$ cat src/rtl/upd1771c_pkg.sv
// Shared definitions for the uPD1771C tone-path model.
// Holds the host command codes, the packet FSM state encoding,
// the timbre codes and the waveform lookup used by the tone generator.
package upd1771c_pkg;

    localparam logic [7:0] CMD_STOP = 8'h00;
    localparam logic [7:0] CMD_TONE = 8'h02;

    typedef enum logic [1:0] {
        PKT_IDLE = 2'd0,
        PKT_B1   = 2'd1,
        PKT_B2   = 2'd2,
        PKT_B3   = 2'd3
    } pkt_state_e;

    // Codes 5..7 have no name of their own and play as a square wave.
    typedef enum logic [2:0] {
        TIMBRE_SQUARE   = 3'd0,
        TIMBRE_PULSE25  = 3'd1,
        TIMBRE_PULSE12  = 3'd2,
        TIMBRE_SAW      = 3'd3,
        TIMBRE_TRIANGLE = 3'd4
    } timbre_e;

    // Waveform level 0..7 for a 5-bit phase.
    function automatic logic [2:0] wave_level(input logic [2:0] timbre,
                                              input logic [4:0] phase);
        logic [2:0] lvl;
        case (timbre)
            TIMBRE_PULSE25:  lvl = (phase < 5'd8) ? 3'd7 : 3'd0;
            TIMBRE_PULSE12:  lvl = (phase < 5'd4) ? 3'd7 : 3'd0;
            TIMBRE_SAW:      lvl = phase[4:2];
            // Falling half uses (31-ph)>>1, which is the inverted bits of ph.
            TIMBRE_TRIANGLE: lvl = phase[4] ? ~phase[3:1] : phase[3:1];
            default:         lvl = (phase < 5'd16) ? 3'd7 : 3'd0;
        endcase
        return lvl;
    endfunction

endpackage

$ cat src/rtl/upd1771c_tone.sv
// Tone generator for the uPD1771C model.
// A tick divider paces a 5-bit phase counter that steps once every
// (period+1) ticks; the phase selects a waveform level which is scaled
// by the volume into an 8-bit unsigned sample.
// Ports:
//   clk, res          clock and synchronous active-high reset
//   load              load timbre/period/volume atomically, restart phase
//   stop              force period to 0 (silence)
//   timbre[2:0]       waveform select for load
//   period[7:0]       period P for load; 0 means silent
//   volume[4:0]       volume V for load
//   snd[7:0]          registered PCM sample, level * volume
module upd1771c_tone
    import upd1771c_pkg::*;
#(
    parameter int unsigned TICK_DIV = 32
) (
    input  logic       clk,
    input  logic       res,
    input  logic       load,
    input  logic       stop,
    input  logic [2:0] timbre,
    input  logic [7:0] period,
    input  logic [4:0] volume,
    output logic [7:0] snd
);

    localparam int unsigned DVW = (TICK_DIV > 1) ? $clog2(TICK_DIV) : 1;
    localparam logic [DVW-1:0] DIV_LAST = DVW'(TICK_DIV - 1);

    logic [DVW-1:0] div;
    logic [7:0]     tick_cnt;
    logic [7:0]     period_r;
    logic [2:0]     timbre_r;
    logic [4:0]     volume_r;
    logic [4:0]     phase;
    logic           tick;
    logic [2:0]     level;

    assign tick  = (div == DIV_LAST);
    assign level = wave_level(timbre_r, phase);

    always_ff @(posedge clk) begin
        if (res) begin
            div      <= '0;
            tick_cnt <= '0;
            period_r <= '0;
            timbre_r <= '0;
            volume_r <= '0;
            phase    <= '0;
            snd      <= '0;
        end else begin
            if (load) begin
                // The divider restarts too, so every phase step of a new
                // tone lands exactly (P+1)*TICK_DIV clocks apart from load.
                timbre_r <= timbre;
                period_r <= period;
                volume_r <= volume;
                phase    <= '0;
                div      <= '0;
                tick_cnt <= '0;
            end else begin
                if (stop) begin
                    period_r <= '0;
                end
                if (tick) begin
                    div <= '0;
                    if (tick_cnt == period_r) begin
                        tick_cnt <= '0;
                        phase    <= phase + 1'b1;
                    end else begin
                        tick_cnt <= tick_cnt + 1'b1;
                    end
                end else begin
                    div <= div + 1'b1;
                end
            end
            snd <= (period_r == 8'd0) ? 8'd0 : ({5'd0, level} * {3'd0, volume_r});
        end
    end

endmodule

$ cat src/rtl/upd_1771c.sv
// NEC uPD1771C sound controller, tone path only.
// The host writes command packets on port A, strobed by /CS (PB7) and
// /WR (PB6). Multi-byte packets are paced with the DSB handshake on PB0.
// A complete tone packet (02, timbre, period, volume) loads the tone
// generator; a lone 00 silences it.
// Ports:
//   CLK, RES     system clock, synchronous active-high reset
//   CH1, CH2     clock-mode straps, ignored
//   PA_I[7:0]    host data byte
//   PA_O, PA_OE  port A output/enable, constant 0
//   PB_I[7:0]    [7]=/CS, [6]=/WR, active-low; rest ignored
//   PB_O[7:0]    [0]=DSB, others 0
//   PB_OE[7:0]   constant 8'h01
//   SND_O[7:0]   unsigned PCM sample
module upd_1771c
    import upd1771c_pkg::*;
#(
    parameter int unsigned TICK_DIV = 32,
    parameter int unsigned DSB_DLY  = 4,
    parameter int unsigned TIMEOUT  = 65536
) (
    input  logic       CLK,
    input  logic       RES,
    input  logic       CH1,
    input  logic       CH2,
    input  logic [7:0] PA_I,
    output logic [7:0] PA_O,
    output logic [7:0] PA_OE,
    input  logic [7:0] PB_I,
    output logic [7:0] PB_O,
    output logic [7:0] PB_OE,
    output logic [7:0] SND_O
);

    localparam logic [1:0] S_IDLE = PKT_IDLE;
    localparam logic [1:0] S_B1   = PKT_B1;
    localparam logic [1:0] S_B2   = PKT_B2;
    localparam logic [1:0] S_B3   = PKT_B3;

    localparam int unsigned TW = (TIMEOUT > 1) ? $clog2(TIMEOUT) : 1;
    localparam int unsigned DW = $clog2(DSB_DLY + 1);
    localparam logic [TW-1:0] TMO_LAST = TW'(TIMEOUT - 1);
    localparam logic [DW-1:0] DLY_LAST = DW'(DSB_DLY - 1);

    logic          wr;
    logic          wr_r;
    logic          wr_d;
    logic          strobe;
    logic [1:0]    state;
    logic          dsb;
    logic          dsb_pend;
    logic [DW-1:0] dly_cnt;
    logic [TW-1:0] tmo_cnt;
    logic [2:0]    timbre_s;
    logic [7:0]    period_s;
    logic          tone_load;
    logic          tone_stop;
    logic          unused_straps;

    assign unused_straps = ^{CH1, CH2, PB_I[5:0]};

    assign PA_O  = '0;
    assign PA_OE = '0;
    assign PB_OE = 8'h01;
    assign PB_O  = {7'd0, dsb};

    assign wr        = ~PB_I[7] & ~PB_I[6];
    assign strobe    = wr_r & ~wr_d;
    assign tone_load = strobe && (state == S_B3);
    assign tone_stop = strobe && (state == S_IDLE) && (PA_I == CMD_STOP);

    always_ff @(posedge CLK) begin
        if (RES) begin
            wr_r <= 1'b0;
            wr_d <= 1'b0;
        end else begin
            wr_r <= wr;
            wr_d <= wr_r;
        end
    end

    always_ff @(posedge CLK) begin
        if (RES) begin
            state    <= S_IDLE;
            dsb      <= 1'b0;
            dsb_pend <= 1'b0;
            dly_cnt  <= '0;
            tmo_cnt  <= '0;
            timbre_s <= '0;
            period_s <= '0;
        end else if (strobe) begin
            dsb     <= 1'b0;
            dly_cnt <= '0;
            tmo_cnt <= '0;
            case (state)
                S_IDLE: begin
                    if (PA_I == CMD_TONE) begin
                        state    <= S_B1;
                        dsb_pend <= 1'b1;
                    end else begin
                        dsb_pend <= 1'b0;
                    end
                end
                S_B1: begin
                    timbre_s <= PA_I[7:5];
                    state    <= S_B2;
                    dsb_pend <= 1'b1;
                end
                S_B2: begin
                    period_s <= PA_I;
                    state    <= S_B3;
                    dsb_pend <= 1'b1;
                end
                default: begin
                    state    <= S_IDLE;
                    dsb_pend <= 1'b0;
                end
            endcase
        end else if (state != S_IDLE) begin
            if (tmo_cnt == TMO_LAST) begin
                state    <= S_IDLE;
                dsb      <= 1'b0;
                dsb_pend <= 1'b0;
                tmo_cnt  <= '0;
            end else begin
                tmo_cnt <= tmo_cnt + 1'b1;
                // The DSB delay only runs once the host has released /WR.
                if (dsb_pend && !wr_r) begin
                    if (dly_cnt == DLY_LAST) begin
                        dsb      <= 1'b1;
                        dsb_pend <= 1'b0;
                    end else begin
                        dly_cnt <= dly_cnt + 1'b1;
                    end
                end
            end
        end
    end

    upd1771c_tone #(
        .TICK_DIV (TICK_DIV)
    ) u_tone (
        .clk    (CLK),
        .res    (RES),
        .load   (tone_load),
        .stop   (tone_stop),
        .timbre (timbre_s),
        .period (period_s),
        .volume (PA_I[4:0]),
        .snd    (SND_O)
    );

endmodule

$ cat config.mk
export PLATFORM = sky130hd
export DESIGN_NAME = upd_1771c
export DESIGN_NICKNAME = d
export VERILOG_FILES = /design/src/rtl/upd1771c_pkg.sv /design/src/rtl/upd1771c_tone.sv /design/src/rtl/upd_1771c.sv
export SDC_FILE = /design/constraint.sdc
export NUM_CORES = 1
export LEC_CHECK = 0
export CORE_MARGIN = 2
export CORE_UTILIZATION = 42
export CTS_BUF_LIST = sky130_fd_sc_hd__clkbuf_16
export DETAILED_ROUTE_END_ITERATION = 8
export HOLD_SLACK_MARGIN = 0.15
export MAX_ROUTING_LAYER = met4
export PLACE_DENSITY_LB_ADDON = 0.15
export SETUP_SLACK_MARGIN = 0.02
export SLEW_MARGIN = 20
export SYNTH_ARGS = -nofsm -noshare
export SYNTH_HDL_FRONTEND = slang
export SYNTH_HIERARCHICAL = 1
export SYNTH_SLANG_ARGS = --single-unit
$ cat constraint.sdc
create_clock -name CLK -period 4.68 [get_ports CLK]
set_input_delay 0.702 -clock CLK [delete_from_list [all_inputs] [get_ports CLK]]
set_output_delay 0.702 -clock CLK [all_outputs]
set_load 0.02 [all_outputs]
==> metrics.txt, run 1 <==
# TYPE chip_impl_metric gauge
chip_impl_metric{name="ys_async_sr_fraction",unit="%"} 0
chip_impl_info{name="rr_startpoint",value="u_tone/phase[4]"} 1
chip_impl_metric{name="antenna_violating_nets_post_route",unit=""} 0
chip_impl_metric{name="timing_hold_violations_final",unit=""} 0
chip_impl_metric{name="power_density",unit="nW/um^2"} 319
chip_impl_metric{name="grt_pass1_wl",unit="um"} 14200
chip_impl_info{name="worstSetupPathType",value="flop to flop"} 1
chip_impl_metric{name="avgRoutedWirePerCell",unit="um"} 13.4
chip_impl_metric{name="synth_edf_count",unit=""} 0
chip_impl_metric{name="timing.max_slew.rel_slack",unit="%"} 27.4
chip_impl_metric{name="core_region_area",unit="um^2"} 9730
chip_impl_info{name="cts_root_buffer",value="clkbuf_16"} 1
chip_impl_metric{name="via_count",unit=""} 3230
chip_impl_metric{name="cp_data_required_time",unit="ns"} 4.90
chip_impl_metric{name="ys_ff_latch",unit=""} 78
chip_impl_metric{name="post_drt_via_cell_ratio",unit=""} 5.18
chip_impl_metric{name="crit_path_largest_cell_delay",unit="ns"} 0.49
chip_impl_metric{name="max_cap_violations",unit=""} 0
chip_impl_info{name="setup_repair_after_global_routing_missed_its_margin",value="no"} 1
chip_impl_metric{name="start_util",unit="%"} 43.1
chip_impl_info{name="slowest_stage",value="dfxtp_1"} 1
chip_impl_metric{name="drt-initial-drc-count",unit=""} 110
chip_impl_info{name="synth-main-ff-cell",value="dfxtp_1"} 1
chip_impl_metric{name="area_delta_synth_final",unit="%"} 12.3
chip_impl_metric{name="clkTransAtPathRegs",unit="ns"} 0.06
chip_impl_info{name="hold-path-endpoint",value="u_tone/div[0]"} 1
chip_impl_metric{name="drive_gt1_share",unit="%"} 6.52
chip_impl_metric{name="ios",unit=""} 60
chip_impl_metric{name="grt_start_max_net_pins",unit=""} 40
chip_impl_metric{name="critPathArrivalTime",unit="ns"} 3.71
chip_impl_info{name="tritoncts",value="built"} 1
chip_impl_metric{name="max-clock-path-buffers",unit=""} 2
chip_impl_metric{name="clock.fmax",unit="MHz"} 287
chip_impl_metric{name="first_pass_iters",unit=""} 5
chip_impl_info{name="cp-start-kind",value="flop"} 1
chip_impl_info{name="worstReg2RegEnd",value="u_tone/snd[6]"} 1
chip_impl_metric{name="power.leakage",unit="uW"} 0.00184
chip_impl_metric{name="grt-ovfl-total",unit=""} 0
chip_impl_metric{name="drc",unit=""} 0
chip_impl_metric{name="total_standard_cell_area_after_synthesis",unit="um^2"} 4190
chip_impl_metric{name="cts.hold.buffers_added",unit=""} 0
chip_impl_metric{name="fp-row-count",unit=""} 36
chip_impl_metric{name="clock_buffer_count_from_cts",unit=""} 9
chip_impl_metric{name="global_route.usage.total",unit="%"} 16.4
chip_impl_metric{name="dpl.hpwl",unit="um"} 5970
chip_impl_metric{name="fp.dieH",unit="um"} 104
chip_impl_metric{name="total_power",unit="uW"} 1500
chip_impl_metric{name="gp_routability_congestion",unit=""} 0.821
chip_impl_metric{name="timing.final.max_slew_violations",unit=""} 0
chip_impl_metric{name="post_cts_resized",unit=""} 0
chip_impl_metric{name="nets_final",unit=""} 530
chip_impl_info{name="timing.critical_path.cells",value="inv_1 -> ha_1 -> nor2b_1 -> mux2_2 -> a21oi_1 -> a21boi_1 -> fa_1 -> ha_1 -> fa_1 -> a21o_1 -> a21oi_1 -> xor2_1 -> nor2_1"} 1
chip_impl_info{name="layout.cells.most_common_list",value="dfxtp_1, nor2_1, a21oi_1"} 1
chip_impl_metric{name="totalNegativeSetupSlack",unit="ns"} 0
chip_impl_metric{name="antenna_cells",unit=""} 0
chip_impl_metric{name="timing.final.crit_share",unit="%"} 74.6
chip_impl_metric{name="initial_antenna_violation_count",unit=""} 0
chip_impl_info{name="holdCritStartpoint",value="u_tone/div[0]"} 1
chip_impl_metric{name="htreeDepth",unit=""} 3
chip_impl_info{name="path_delay_family",value="adder cells"} 1
chip_impl_info{name="end_kind",value="flop"} 1
chip_impl_metric{name="synthDistinctLibCells",unit=""} 62
chip_impl_info{name="min_path_type",value="flop to flop"} 1
chip_impl_metric{name="length_in_cells_of_the_worst_reg_to_reg_path",unit=""} 13
chip_impl_metric{name="r2r_slack",unit="ns"} 1.19
chip_impl_metric{name="setup_viol_count_final",unit=""} 0
chip_impl_metric{name="first_global_vias",unit=""} 3002
chip_impl_metric{name="crit_path_max_fanout",unit=""} 8
chip_impl_metric{name="buffers_inserted_during_post_cts_setup_optimization",unit=""} 0
chip_impl_metric{name="fin_crit",unit="ns"} 3.49
chip_impl_metric{name="yosys_warnings",unit=""} 6
chip_impl_info{name="status",value="finished, final reports clean"} 1
chip_impl_metric{name="synthesis.area_per_instance",unit="um^2"} 8.89
chip_impl_metric{name="tightestPinTransition",unit="ns"} 1.08
chip_impl_metric{name="max-vdd-ir-drop",unit="mV"} 0.188
chip_impl_metric{name="worst_hold_path.num_cells",unit=""} 1
chip_impl_metric{name="buffer_ports.inserted",unit=""} 20
chip_impl_metric{name="synth_sequential_area_ratio",unit="%"} 37.3
chip_impl_metric{name="netlist_instances",unit=""} 471
chip_impl_metric{name="tritoncts_num_sinks",unit=""} 78
chip_impl_metric{name="detail_route.wirelength",unit="um"} 8340
chip_impl_metric{name="timing.clock.skew",unit="ns"} 0.00553
chip_impl_info{name="leading_cell_type_in_the_layout_fill_and_taps_excluded",value="dfxtp_1"} 1
chip_impl_metric{name="die-width",unit="um"} 104
chip_impl_metric{name="die_footprint",unit="um^2"} 10800
chip_impl_metric{name="worst_skew_pair.late_latency",unit="ns"} 0.33
chip_impl_metric{name="crit_buf_inv",unit=""} 1
[through the flow]
step                utilization, %  area, um^2  std cells  setup slack, ns  hold slack [ns]
detailed placement            45.0        4380        608             1.22            0.439
finish                        48.4        4710        624             1.19            0.451
CTS                           48.4        4710        624             1.21            0.452
floorplan                        -        4300        500             1.49            0.418
global placement              45.0        4380        608             1.25            0.431
global route                  48.4        4710        624            0.977            0.471
[kinds of logic (layout without fill, tap and decap cells)]
logic type	Yosys count	in the layout	share of synthesized area, %
muxes	9	9	2.18
adders and majority gates	24	24	7.89
and+or+nand+nor	187	187	25.0
other	2	31	0.179
DFF	78	78	37.3
xor gates and xnor gates	34	34	7.11
AOI/OAI and AO/OA	77	77	11.9
buffers and inverters	60	51	8.51
[worst max path at each step]
stage                    start             to  slack [ns]  cells past startpoint
6_report       u_tone/phase[4]  u_tone/snd[6]        1.19                     13
5_1_grt        u_tone/phase[4]  u_tone/snd[6]        0.98                     13
4_1_cts        u_tone/phase[4]  u_tone/snd[6]        1.21                     13
3_5_place_dp   u_tone/phase[4]  u_tone/snd[6]        1.22                     13
3_3_place_gp   u_tone/phase[4]  u_tone/snd[6]        1.25                     13
2_1_floorplan  u_tone/phase[4]  u_tone/snd[6]        1.49                     14
[synth_stat cells (9+ instances only)]
| master | number | share of area [%] |
|---|---|---|
| dfxtp_1 | 78 | 37 |
| nor2_1 | 48 | 4.3 |
| a21oi_1 | 35 | 4.2 |
| buf_4 | 33 | 5.9 |
| nand2_1 | 26 | 2.3 |
| nand3_1 | 24 | 2.9 |
| ha_1 | 20 | 6.0 |
| xor2_1 | 18 | 3.8 |
| xnor2_1 | 16 | 3.3 |
| nand4_1 | 13 | 1.9 |
| inv_1 | 12 | 1.1 |
| and3_1 | 11 | 1.6 |
| o21ai_0 | 11 | 1.3 |
| clkbuf_1 | 9 | 0.81 |
[cell type report]
type / count / area [um^2]
repair buffers: 23 / 223
fillers: 967 / 5020
flip-flops and latches: 78 / 1560
multi-input cells: 362 / 2380
clock inverters: 7 / 105
inverters: 12 / 45.0
clock buffers: 9 / 225
well taps: 133 / 166
[sequential cells by signal, summed over array words and instances, names as in the netlist, 5 cells and up]
register / flops
period_s: 8
tmo_cnt: 16
u_tone/div: 5
u_tone/period_r: 8
u_tone/phase: 5
u_tone/snd: 8
u_tone/tick_cnt: 8
u_tone/volume_r: 5
[power breakdown]
part | internal (uW) | switching (uW) | total, uW
combinational | 15.0 | 43.0 | 58.0
sequential | 667 | 2.24 | 669
clock | 513 | 261 | 774
[metal layers]
metal / wire (um) / share of wire, % / GRT usage, % / vias up
li1: - / - / - / 1635
met1: 4070 / 49 / 22.0 / 1514
met2: 3840 / 46 / 24.9 / 72
met3: 344 / 4.1 / 2.57 / 9
met4: 91 / 1.1 / 6.47 / 0
met5: 0 / 0 / - / -
No activity file was read; power rests on OpenSTA's default activity.
==> inputs of run 2 (changes only) <==
- clock period: 4.68 -> 3 ns (I/O delays scaled with it)
==> metrics.txt, run 2 (same netlist as run 1, synthesis figures left out) <==
# TYPE chip_impl_metric gauge
chip_impl_info{name="status",value="finished, final reports clean"} 1
chip_impl_info{name="critical_path_most_common_cell",value="ha_4"} 1
chip_impl_metric{name="detail_route.wirelength",unit="um"} 8410
chip_impl_metric{name="clock_buffer_count_from_cts",unit=""} 9
chip_impl_metric{name="fp-row-count",unit=""} 36
chip_impl_info{name="max_flop_register",value="tmo_cnt"} 1
chip_impl_info{name="leading_cell_type_in_the_layout_fill_and_taps_excluded",value="dfxtp_1"} 1
chip_impl_metric{name="antenna_cells",unit=""} 0
chip_impl_metric{name="tightestPinTransition",unit="ns"} 0.734
chip_impl_metric{name="global_route.usage.total",unit="%"} 16.8
chip_impl_metric{name="r2r_slack",unit="ns"} 0.02
chip_impl_info{name="path_delay_family",value="adder cells"} 1
chip_impl_metric{name="antenna_violating_nets_post_route",unit=""} 0
chip_impl_metric{name="crit_path_max_fanout",unit=""} 4
chip_impl_metric{name="cts.hold.buffers_added",unit=""} 0
chip_impl_info{name="cts_root_buffer",value="clkbuf_16"} 1
chip_impl_metric{name="area_delta_synth_final",unit="%"} 15.4
chip_impl_info{name="layout.cells.most_common_list",value="dfxtp_1, nor2_1, a21oi_1"} 1
chip_impl_metric{name="htreeDepth",unit=""} 3
chip_impl_metric{name="initial_antenna_violation_count",unit=""} 0
chip_impl_info{name="worstReg2RegEnd",value="u_tone/snd[6]"} 1
chip_impl_info{name="cp-start-kind",value="flop"} 1
chip_impl_metric{name="fp.dieH",unit="um"} 104
chip_impl_metric{name="max-vdd-ir-drop",unit="mV"} 0.266
chip_impl_metric{name="critPathArrivalTime",unit="ns"} 3.20
chip_impl_metric{name="first_global_vias",unit=""} 3109
chip_impl_info{name="worstSetupPathType",value="flop to flop"} 1
chip_impl_info{name="min_path_type",value="flop to flop"} 1
chip_impl_metric{name="buffer_ports.inserted",unit=""} 20
chip_impl_metric{name="drive_gt1_share",unit="%"} 12.7
chip_impl_metric{name="timing.max_slew.rel_slack",unit="%"} 51.1
chip_impl_metric{name="number_of_flip_flops_under_the_largest_register_name",unit=""} 16
chip_impl_info{name="rr_startpoint",value="u_tone/phase[4]"} 1
chip_impl_metric{name="worst_skew_pair.late_latency",unit="ns"} 0.33
chip_impl_metric{name="totalNegativeSetupSlack",unit="ns"} 0
chip_impl_metric{name="cp_data_required_time",unit="ns"} 3.22
chip_impl_info{name="critical_path.endpoint",value="u_tone/snd[6]"} 1
chip_impl_metric{name="first_pass_iters",unit=""} 4
chip_impl_metric{name="max_cap_violations",unit=""} 0
chip_impl_metric{name="die-width",unit="um"} 104
chip_impl_metric{name="start_util",unit="%"} 43.1
chip_impl_info{name="worst_setup_path_startpoint",value="u_tone/phase[4]"} 1
chip_impl_metric{name="avgRoutedWirePerCell",unit="um"} 13.2
chip_impl_metric{name="final_critical_path_setup_slack",unit="ns"} 0.0219
chip_impl_info{name="end_kind",value="flop"} 1
chip_impl_metric{name="gp_routability_congestion",unit=""} 0.818
chip_impl_info{name="tritoncts",value="built"} 1
chip_impl_metric{name="timing_hold_violations_final",unit=""} 0
chip_impl_metric{name="placedCellCount",unit=""} 619
chip_impl_metric{name="setup_viol_count_final",unit=""} 0
chip_impl_metric{name="timing.final.max_slew_violations",unit=""} 0
chip_impl_metric{name="power_density",unit="nW/um^2"} 455
chip_impl_metric{name="grt-ovfl-total",unit=""} 0
chip_impl_metric{name="power.leakage",unit="uW"} 0.00187
chip_impl_metric{name="total_power",unit="uW"} 2200
chip_impl_metric{name="length_in_cells_of_the_worst_reg_to_reg_path",unit=""} 13
chip_impl_metric{name="final-instance-count-excl-fill",unit=""} 635
chip_impl_info{name="timing.critical_path.cells",value="inv_4 -> ha_4 -> nor2b_4 -> nor3b_4 -> o21ai_2 -> and3_4 -> fa_1 -> ha_4 -> fa_2 -> a21o_1 -> a21oi_2 -> xor2_1 -> nor2_1"} 1
chip_impl_metric{name="pre_cts_slack",unit="ns"} -0.0169
chip_impl_metric{name="crit_buf_inv",unit=""} 1
chip_impl_metric{name="clkTransAtPathRegs",unit="ns"} 0.06
chip_impl_metric{name="dpl.hpwl",unit="um"} 6040
chip_impl_metric{name="core_region_area",unit="um^2"} 9730
chip_impl_metric{name="via_count",unit=""} 3189
chip_impl_metric{name="tritoncts_num_sinks",unit=""} 78
chip_impl_metric{name="crit_cells",unit=""} 13
chip_impl_metric{name="ios",unit=""} 60
chip_impl_metric{name="max-clock-path-buffers",unit=""} 2
chip_impl_metric{name="clock.fmax",unit="MHz"} 336
chip_impl_metric{name="fin_crit",unit="ns"} 2.98
chip_impl_metric{name="timing.final.crit_share",unit="%"} 99.3
chip_impl_metric{name="nets_final",unit=""} 541
chip_impl_metric{name="grt_start_max_net_pins",unit=""} 38
chip_impl_info{name="slowest_stage",value="fa_1"} 1
chip_impl_metric{name="post_drt_via_cell_ratio",unit=""} 5.02
chip_impl_info{name="setup_repair_after_global_routing_missed_its_margin",value="yes"} 1
chip_impl_metric{name="drc",unit=""} 0
chip_impl_metric{name="timing.clock.skew",unit="ns"} 0.00761
chip_impl_metric{name="drt-initial-drc-count",unit=""} 116
chip_impl_metric{name="fin_util",unit="%"} 49.7
chip_impl_metric{name="grt_pass1_wl",unit="um"} 14500
chip_impl_metric{name="die_footprint",unit="um^2"} 10800
chip_impl_metric{name="crit_path_largest_cell_delay",unit="ns"} 0.50
==> run 2: cell count changes in the layout (fill, tap and decap cells not counted), sizes merged <==
cell      previous run  this run
buf                  3        14
inv                 14        12
clkinvlp             0         3
bufinv               3         1
clkinv               2         3
==> run 2: timing repair <==
item,4_1_cts,5_1_grt
endpoints found under the setup margin,1,3
setup buffers,0,0
resized for setup,2,12
pin swaps,1,14
==> run 2: metal layers <==
| layer | share of wire [%] | vias up | global-route usage [%] |
|---|---|---|---|
| met5 | 0 | - | - |
| met1 | 48 | 1476 | 20.3 |
| met3 | 3.1 | 12 | 4.45 |
| met2 | 48 | 42 | 27.8 |
| met4 | 1.1 | 0 | 4.54 |
| li1 | - | 1659 | - |
==> run 2: layout make-up <==
| class | count | area (um^2) |
|---|---|---|
| Multi-Input combinational cell | 362 | 2460 |
| Clock buffer | 9 | 225 |
| Inverter | 12 | 47.5 |
| Timing Repair Buffer | 34 | 305 |
| Sequential cell | 78 | 1570 |
| Clock inverter | 7 | 65.1 |
| Tap cell | 133 | 166 |
| Fill cell | 977 | 4890 |
==> run 2: through the flow <==
| step | hold WS [ns] | cell area, um^2 |
|---|---|---|
| after floorplan | 0.418 | 4350 |
| after global placement | 0.436 | 4500 |
| after detailed placement | 0.449 | 4500 |
| after CTS | 0.460 | 4800 |
| after global routing | 0.474 | 4830 |
| final | 0.457 | 4830 |
==> run 2: worst reg2reg max path, delay by kind of cell (launching register included) <==
kind            cells  cell delay [ns]
simple gates        4             0.69
compound gates      3             0.47
flops               1             0.35
xor+xnor            1             0.15
fa+ha+maj           4             1.18
buf+inv             1             0.04
==> run 2: power breakdown <==
| group | total (uW) | switching, uW | internal (uW) |
|---|---|---|---|
| combinational | 89.5 | 66.1 | 23.4 |
| clock | 1070 | 431 | 637 |
| sequential | 1040 | 3.21 | 1040 |
==> run 2: how the worst min path moves through the flow <==
stage | from | endpoint | cells after the start
after floorplan | u_tone/div[0] | u_tone/div[0] | 1
after global placement | u_tone/div[0] | u_tone/div[0] | 1
after detailed placement | period_s[3] | period_s[3] | 2
after CTS | u_tone/div[0] | u_tone/div[0] | 1
after global routing | period_s[5] | period_s[5] | 2
final | u_tone/div[0] | u_tone/div[0] | 1
